**src/rtl/qracc_pkg.sv**
```systemverilog
// Shared qracc types: CSR bus payloads, controller trigger states and the
// statistics-counter control word and register offsets.
package qracc_pkg;

    localparam int unsigned BUS_ADDR_W = 32;
    localparam int unsigned BUS_DATA_W = 32;

    typedef struct packed {
        logic                  valid;
        logic                  wr;
        logic [BUS_ADDR_W-1:0] addr;
        logic [BUS_DATA_W-1:0] data_in;
    } bus_req_t;

    typedef struct packed {
        logic                  ready;
        logic                  rd_data_valid;
        logic [BUS_DATA_W-1:0] data_out;
    } bus_resp_t;

    typedef enum logic [2:0] {
        TRIG_IDLE         = 3'd0,
        TRIG_LOAD_WEIGHTS = 3'd1,
        TRIG_LOAD_ACTS    = 3'd2,
        TRIG_COMPUTE      = 3'd3,
        TRIG_SEQ_ACC      = 3'd4,
        TRIG_WRITEBACK    = 3'd5,
        TRIG_FLUSH        = 3'd6,
        TRIG_DONE         = 3'd7
    } qracc_trigger_t;

    // Field order puts enable at bit 0 and auto_snap at bit 4.
    typedef struct packed {
        logic auto_snap;
        logic saturate;
        logic snapshot;
        logic clear;
        logic enable;
    } stat_ctrl_t;

    localparam int unsigned STAT_CTRL_W = 5;

    localparam logic [7:0] STAT_CTRL_OFS     = 8'h00;
    localparam logic [7:0] STAT_STATUS_OFS   = 8'h04;
    localparam logic [7:0] STAT_INFO_OFS     = 8'h08;
    localparam logic [7:0] STAT_CNT_BASE_OFS = 8'h40;

endpackage

```
**src/rtl/qracc_stat_counter.sv**
```systemverilog
// Single performance counter: weighted increment, synchronous clear,
// saturate-or-wrap on carry, combinational carry-out for the sticky flag.
module qracc_stat_counter #(
    parameter int unsigned WIDTH    = 32,
    parameter int unsigned INC_BITS = 8
) (
    input  logic                clk,
    input  logic                rst,
    input  logic                en,
    input  logic                clr,
    input  logic                saturate,
    input  logic [INC_BITS-1:0] inc,
    output logic [WIDTH-1:0]    count,
    output logic                carry_c
);

    localparam int unsigned SUM_W = WIDTH + 1;

    logic [SUM_W-1:0] sum_c;

    assign sum_c = {1'b0, count} + SUM_W'(inc);

    // Clear drops this cycle's increment, so it cannot raise a carry either.
    assign carry_c = en & ~clr & sum_c[WIDTH];

    always_ff @(posedge clk) begin
        if (rst || clr) begin
            count <= '0;
        end else if (en) begin
            if (sum_c[WIDTH] && saturate) begin
                count <= '1;
            end else begin
                count <= sum_c[WIDTH-1:0];
            end
        end
    end

endmodule

```
**src/rtl/qracc_stat_counters.sv**
```systemverilog
// Performance-counter bank: weighted event counters plus per-trigger-state
// cycle counters, read by the host through snapshots on the CSR bus.
module qracc_stat_counters
    import qracc_pkg::*;
#(
    parameter int unsigned NUM_EVENTS     = 11,
    parameter int unsigned NUM_STATES     = 8,
    parameter int unsigned COUNTER_WIDTH  = 32,
    parameter int unsigned EVENT_INC_BITS = 8
) (
    input  logic                                 clk,
    input  logic                                 rst,
    input  logic [NUM_EVENTS*EVENT_INC_BITS-1:0] event_inc_i,
    input  logic [2:0]                           state_i,
    input  bus_req_t                             bus_req_i,
    output bus_resp_t                            bus_resp_o,
    output logic                                 overflow_o
);

    localparam int unsigned NUM_CNT = NUM_EVENTS + NUM_STATES;

    if (NUM_CNT > 32) begin : g_cnt_check
        $error("qracc_stat_counters: NUM_EVENTS+NUM_STATES must be <= 32");
    end
    if (COUNTER_WIDTH < 8 || COUNTER_WIDTH > 32) begin : g_width_check
        $error("qracc_stat_counters: COUNTER_WIDTH must be in 8..32");
    end

    stat_ctrl_t             ctrl_q;
    qracc_trigger_t         prev_state_q;
    logic [NUM_CNT-1:0]     sticky_q;
    logic [NUM_CNT-1:0]     sticky_d;
    logic [NUM_CNT-1:0]     carry_vec;
    logic [COUNTER_WIDTH-1:0] cnt   [NUM_CNT];
    logic [COUNTER_WIDTH-1:0] snap_q[NUM_CNT];

    logic        ready_q;
    logic        rvalid_q;
    logic [31:0] rdata_q;

    logic [7:0]  ofs_c;
    logic        wr_c;
    logic        rd_c;
    logic        ctrl_wr_c;
    logic        status_wr_c;
    stat_ctrl_t  ctrl_wdata_c;
    logic        clear_c;
    logic        snap_c;
    logic [5:0]  cnt_idx_c;
    logic [31:0] rd_data_c;
    logic        unused_bus;

    // Request decode; addr[1:0] and addr[31:8] are not part of the window.
    assign ofs_c        = bus_req_i.addr[7:0] & 8'hFC;
    assign wr_c         = bus_req_i.valid & bus_req_i.wr;
    assign rd_c         = bus_req_i.valid & ~bus_req_i.wr;
    assign ctrl_wr_c    = wr_c && (ofs_c == STAT_CTRL_OFS);
    assign status_wr_c  = wr_c && (ofs_c == STAT_STATUS_OFS);
    assign ctrl_wdata_c = stat_ctrl_t'(bus_req_i.data_in[STAT_CTRL_W-1:0]);
    assign cnt_idx_c    = ofs_c[7:2] - 6'd16;
    assign unused_bus   = ^bus_req_i;

    assign clear_c = ctrl_wr_c & ctrl_wdata_c.clear;
    assign snap_c  = (ctrl_wr_c & ctrl_wdata_c.snapshot)
                   | (ctrl_q.auto_snap && (prev_state_q != TRIG_IDLE)
                      && (state_i == TRIG_IDLE));

    for (genvar i = 0; i < NUM_EVENTS; i++) begin : g_evt
        qracc_stat_counter #(
            .WIDTH    (COUNTER_WIDTH),
            .INC_BITS (EVENT_INC_BITS)
        ) u_cnt (
            .clk      (clk),
            .rst      (rst),
            .en       (ctrl_q.enable),
            .clr      (clear_c),
            .saturate (ctrl_q.saturate),
            .inc      (event_inc_i[i*EVENT_INC_BITS +: EVENT_INC_BITS]),
            .count    (cnt[i]),
            .carry_c  (carry_vec[i])
        );
    end

    for (genvar j = 0; j < NUM_STATES; j++) begin : g_state
        logic [EVENT_INC_BITS-1:0] inc;
        assign inc = EVENT_INC_BITS'(state_i == 3'(j));

        qracc_stat_counter #(
            .WIDTH    (COUNTER_WIDTH),
            .INC_BITS (EVENT_INC_BITS)
        ) u_cnt (
            .clk      (clk),
            .rst      (rst),
            .en       (ctrl_q.enable),
            .clr      (clear_c),
            .saturate (ctrl_q.saturate),
            .inc      (inc),
            .count    (cnt[NUM_EVENTS+j]),
            .carry_c  (carry_vec[NUM_EVENTS+j])
        );
    end

    // New overflows win over a same-cycle write-1-to-clear.
    always_comb begin
        sticky_d = sticky_q;
        if (status_wr_c) begin
            sticky_d = sticky_d & ~bus_req_i.data_in[NUM_CNT-1:0];
        end
        sticky_d = sticky_d | carry_vec;
    end

    // Read mux; snapshot reads see the value held before this edge.
    always_comb begin
        rd_data_c = '0;
        if (ofs_c == STAT_CTRL_OFS) begin
            rd_data_c = 32'({ctrl_q.auto_snap, ctrl_q.saturate, 2'b00, ctrl_q.enable});
        end else if (ofs_c == STAT_STATUS_OFS) begin
            rd_data_c = 32'(sticky_q);
        end else if (ofs_c == STAT_INFO_OFS) begin
            rd_data_c = {10'd0, 6'(COUNTER_WIDTH), 8'(NUM_STATES), 8'(NUM_EVENTS)};
        end else if (ofs_c >= STAT_CNT_BASE_OFS) begin
            for (int i = 0; i < NUM_CNT; i++) begin
                if (cnt_idx_c == 6'(i)) begin
                    rd_data_c = 32'(snap_q[i]);
                end
            end
        end
    end

    always_ff @(posedge clk) begin
        if (rst) begin
            for (int i = 0; i < NUM_CNT; i++) begin
                snap_q[i] <= '0;
            end
        end else if (snap_c) begin
            for (int i = 0; i < NUM_CNT; i++) begin
                snap_q[i] <= cnt[i];
            end
        end
    end

    always_ff @(posedge clk) begin
        if (rst) begin
            ctrl_q       <= '0;
            prev_state_q <= TRIG_IDLE;
            sticky_q     <= '0;
            overflow_o   <= 1'b0;
            ready_q      <= 1'b0;
            rvalid_q     <= 1'b0;
            rdata_q      <= '0;
        end else begin
            if (ctrl_wr_c) begin
                ctrl_q           <= ctrl_wdata_c;
                ctrl_q.clear     <= 1'b0;
                ctrl_q.snapshot  <= 1'b0;
            end
            prev_state_q <= qracc_trigger_t'(state_i);
            sticky_q     <= sticky_d;
            overflow_o   <= |sticky_d;
            ready_q      <= 1'b1;
            rvalid_q     <= rd_c;
            if (rd_c) begin
                rdata_q <= rd_data_c;
            end
        end
    end

    assign bus_resp_o.ready         = ready_q;
    assign bus_resp_o.rd_data_valid = rvalid_q;
    assign bus_resp_o.data_out      = rdata_q;

endmodule
```
**config.mk**
```make
export PLATFORM = sky130hd
export DESIGN_NAME = qracc_stat_counters
export DESIGN_NICKNAME = d
export VERILOG_FILES = /design/src/rtl/qracc_pkg.sv /design/src/rtl/qracc_stat_counter.sv /design/src/rtl/qracc_stat_counters.sv
export SDC_FILE = /design/constraint.sdc
export NUM_CORES = 2
export LEC_CHECK = 0
export CAP_MARGIN = 30
export CORE_MARGIN = 5
export CORE_UTILIZATION = 25
export DETAILED_ROUTE_END_ITERATION = 10
export HOLD_SLACK_MARGIN = 0.15
export PLACE_DENSITY = 0.49
export SYNTH_ARGS = -nofsm -noshare
export SYNTH_HDL_FRONTEND = slang
export SYNTH_SLANG_ARGS = --single-unit
```
**constraint.sdc**
```tcl
create_clock -name clk -period 21 [get_ports clk]
set_clock_uncertainty 0.1 [all_clocks]
set_input_delay 6.3 -clock clk [delete_from_list [all_inputs] [get_ports clk]]
set_output_delay 6.3 -clock clk [all_outputs]
set_load 0.01 [all_outputs]
```
Word level (Yosys, flattened, before mapping)
Memory sizes are Yosys's and may differ from the RTL's.
Index checks and enable logic that the tools add are counted.
- input port bits: 159
- bits in writable memories: 608
- register bits: 668
- memories kept: 1
- mux-type cells: 68
- reduce and logical (&&, ||, !) cells: 29
- add/subtract/negate cells: 20
- $lt $le $gt $ge: 1
- equality and inequality tests: 27
- bitwise operators: 49
- memory list (memory ; words ; width ; rd ports ; clocked after memory_dff ; wr ports ; RTL line ; source):
    snap_q ; 19 ; 32 ; 19 ; 0 ; 19 ; qracc_stat_counters.sv:35 ; logic [COUNTER_WIDTH-1:0] snap_q[NUM_CNT];
- operator list (cell ; count):
    $mux W32 ; 61
    $add A32 B8 Y33 ; 11
    $add A32 B1 Y33 ; 8
    $eq A6 B4 Y1 const B ; 8
    $and A1 B1 Y1 ; 24
    $eq A6 B3 Y1 const B ; 4
    $logic_and A1 B1 Y1 ; 23
    $or A1 B1 Y1 ; 20
    $and A19 B19 Y19 ; 1
    $mux W19 ; 1
    $not A19 Y19 ; 1
    $or A19 B19 Y19 ; 1
    $reduce_or A19 Y1 ; 1
    $eq A6 B2 Y1 const B ; 3
    $eq A6 B5 Y1 const B ; 3
    $eq A3 B3 Y1 const B ; 4
    $eq A6 B1 Y1 const B ; 2
    $ge A8 B7 Y1 const B ; 1
    $logic_not A8 Y1 ; 1
    $eq A3 B2 Y1 const B ; 2
    $logic_not A6 Y1 ; 1
    $mux W1 ; 6
    $sub A6 B5 Y6 const B ; 1
    $eq A3 B1 Y1 const B ; 1
    other kinds (4) ; 5

Depth between registers and ports, before layout
- word-level depth: 25
- mapped depth: 12

Hierarchy
From an unflattened synthesis, not the netlist that was laid out.
- cells, all modules: 6669
- area, all modules: 69990.9 sq um
- by module, submodules not included (module ; seq. area each (sq um) ; area an instance (sq um) ; times used ; cells each):
    qracc_stat_counter ; 640.6 ; 2100.8 ; 19 ; 226
    qracc_stat_counters ; 19458.7 ; 30076.3 ; 1 ; 2375

Worst setup path after synthesis
No wires, ideal clock.
- kind: input-to-reg
- start: input port bus_req_i[37] (netlist name)
- end: memory snap_q[0][0] (enable)
- stages on the path: 8
- setup slack: -0.907 ns
- path buffers: 3
- data arrival time: 17.520 ns
- path through: clkbuf_1 nor2_1 nand2_1 nor2_1 a31oi_1 clkbuf_1 clkbuf_1 nand2_1
- RTL lines (item ; RTL line ; source):
    start: declaration ; qracc_stat_counters.sv:15 ; input bus_req_t bus_req_i,
    end: declaration ; qracc_stat_counters.sv:35 ;

==> flow_metrics.tcl <==
set metrics [dict create \
    cts_num_sinks 1276 \
    period_share 0.552 \
    clock.fmax_ghz 0.0862 \
    place_area_mm2 0.0651 \
    initial_utilization 0.251 \
    cp_slowest_cell "buf_4" \
    rsz0062_at_grt "false" \
    async_reset_ff_frac 0 \
    setup_viol 0 \
    cp_num_buf_inv 6 \
    slowest_delay_ps 870 \
    overflow 0 \
    crit_family "buffers and inverters" \
    cts_max_path_buffers 3 \
    grtUsageMet3 0.0272 \
    top_usage_layer "met2" \
    cts_buffers 149 \
    hold_buffers 0 \
    end_kind "register" \
    powerDensity_mw_per_mm2 79.2 \
    row_count 179 \
    cts_tree "built" \
    final_common_cell "a21oi_1" \
    stdcell_area_mm2 0.0700 \
    clk_latency_ps 810 \
    die_w_um 498 \
    grt_pass1_vias 44000 \
    ff2ff_setup_slack_ps 16230 \
    ir_drop_v 0.0000555 \
    cp_common_cell "buf_4" \
    n_fill_cell 24600 \
    gr-usage-all-layers 0.165 \
    clk_pin_slew_ps 60 \
    syn_area_mm2 0.0596 \
    p_leak_nw 23.5 \
    antenna_found_initial 18 \
    syn_nets 6104 \
    grt_max_degree 108 \
    critPathArrivalTime_ps 11910 \
    final_antenna_net_count 0 \
    avgSynthCellArea_um2 10.2 \
    grtUsageMet1 0.228 \
    io-pin-count 194 \
    tightest_slew_ps 1060 \
    drc 0 \
    ys_warn_count 0 \
    numPortBuffers 154 \
    drtIter0Drc 4450 \
    h-tree-depth 4 \
    drive_gt1_frac 0.0744 \
    coreArea_mm2 0.238 \
    dpl.hpwl_um 153000 \
    maxSlewHeadroom 0.285 \
    nNetsFinal 6196 \
    mostFrequentLayoutCells "a21oi_1, dfxtp_1, edfxtp_1, and2_1, nand2_1" \
    yosysSeqAreaShare 0.531 \
    drv_slew 0 \
    wl_um 213000 \
    maxCapViolations 0 \
    start_kind "primary input" \
    setup_tns_ps 0 \
    cp.required_ps 21310 \
    firstDrtPassIters 6 \
    outcome "complete, no violations" \
    cts-resized-gates 0 \
    period_needed_ps 11600 \
    clock-root-buffer "clkbuf_16" \
    die_y_um 498 \
    path_max_fanout 107 \
    worstPathCellList "clkdlybuf4s50_1 -> buf_4 -> nor2_1 -> nand2_1 -> nor2_1 -> a31oi_4 -> buf_12 -> nand2_8 -> buf_4 -> buf_4 -> buf_4" \
    use_met2 0.260 \
    die_area_mm2 0.248 \
    synth-main-ff-cell "dfxtp_1" \
    place_congestion 0.910 \
    cts_setup_buffers 0 \
    synthCells 5830 \
    wl_per_cell_um 23.2 \
    synth_edf_count 608 \
    hold_violations 0 \
    critical_path_class "primary input to register" \
    ys_ff_latch 1276 \
    via_per_inst 4.97 \
    syn_to_final_growth_pct 17.4 \
    yosysUniqueCellTypes 88 \
    hp-class "register to register" \
    grt_pass1_wl_um 309000 \
    hold_ws_ps 365 \
    vias 45800 \
]
-- cells in the mapped netlist, drive strengths merged (104+ instances only) --
cell,instances,area (um^2)
inv,107,402
and3,128,802
clkbuf,290,1090
nand3,202,1010
nor3,185,926
dfxtp,668,13400
nor2,302,1130
a21oi,701,3550
xor2,266,2330
edfxtp,608,18300
and2,551,3450
xnor2,248,2170
ha,104,1300
o21ai,176,881
nand4,104,666
nand2,409,1540
-- final timing paths --
check                              startpoint            to  cells after the start
worst min-delay path              rdata_q[24]   rdata_q[24]                      2
worst min register to register    rdata_q[24]   rdata_q[24]                      2
worst max-delay path            bus_req_i[36]  snap_q[2][3]                     11
worst max register to register      ctrl_q[4]  snap_q[2][3]                      7
-- stage by stage --
step | setup slack, ps | std cells | power, mW | utilization
floorplan | 5340 | 5830 | 2.85 | -
global placement | 8650 | 8914 | 2.98 | 0.272
detailed placement | 8590 | 8934 | 2.98 | 0.274
CTS | 9440 | 9213 | 5.61 | 0.294
global route | 9070 | 9218 | 5.72 | 0.295
finish | 9400 | 9222 | 5.55 | 0.295
-- worst reg2reg max path, cell delays in order (launching register included) --
cell     delay, ps
dfxtp_1        380
o311a_1        240
a31oi_4         50
buf_12         260
nand2_8        730
buf_4          920
buf_4          770
buf_4          900
-- cell families (layout without fill, tap and decap cells) --
logic type | Yosys count | after routing | synth area share
buffers and inverters | 445 | 665 | 0.0293
muxes | 99 | 99 | 0.0237
AOI/OAI and AO/OA | 1280 | 1280 | 0.128
xor gates and xnor gates | 514 | 514 | 0.0755
other | 0 | 5 | 0
DFF | 1276 | 1276 | 0.531
adders and majority gates | 115 | 115 | 0.0255
and+or+nand+nor | 2101 | 2101 | 0.187
-- power by group --
group	leakage (nW)	switching (mW)	internal, mW
Clock	2.40	1.11	1.50
Combinational	9.72	0.166	0.0731
Sequential	11.4	0.0357	2.66
-- flip-flops by register name, indices dropped and copies added (netlist names) --
signal / cells
rdata_q: 32
g_state.u_cnt.count: 256
rvalid_q: 1
sticky_q: 19
ctrl_q: 3
g_evt.u_cnt.count: 352
overflow_o: 1
snap_q: 608
ready_q: 1
prev_state_q: 3
-- final cells by class --
type | instances | area, um^2 | share of cell area
Sequential cell | 1276 | 31600 | 0.452
Multi-Input combinational cell | 4109 | 26400 | 0.376
Clock buffer | 200 | 4120 | 0.0589
Tap cell | 3167 | 3960 | 0.0566
Timing Repair Buffer | 276 | 2750 | 0.0393
Clock inverter | 79 | 767 | 0.0110
Inverter | 110 | 413 | 0.00590
Antenna cell | 5 | 12.5 | 0.000179
-- metal layers --
layer / part of all wire / vias to the layer above
met2: 0.45 / 1566
met3: 0.063 / 340
met1: 0.45 / 22700
met4: 0.040 / 4
li1: - / 21200
met5: 0.00015 / -
Note: power is estimated with default switching activity, not from simulation.
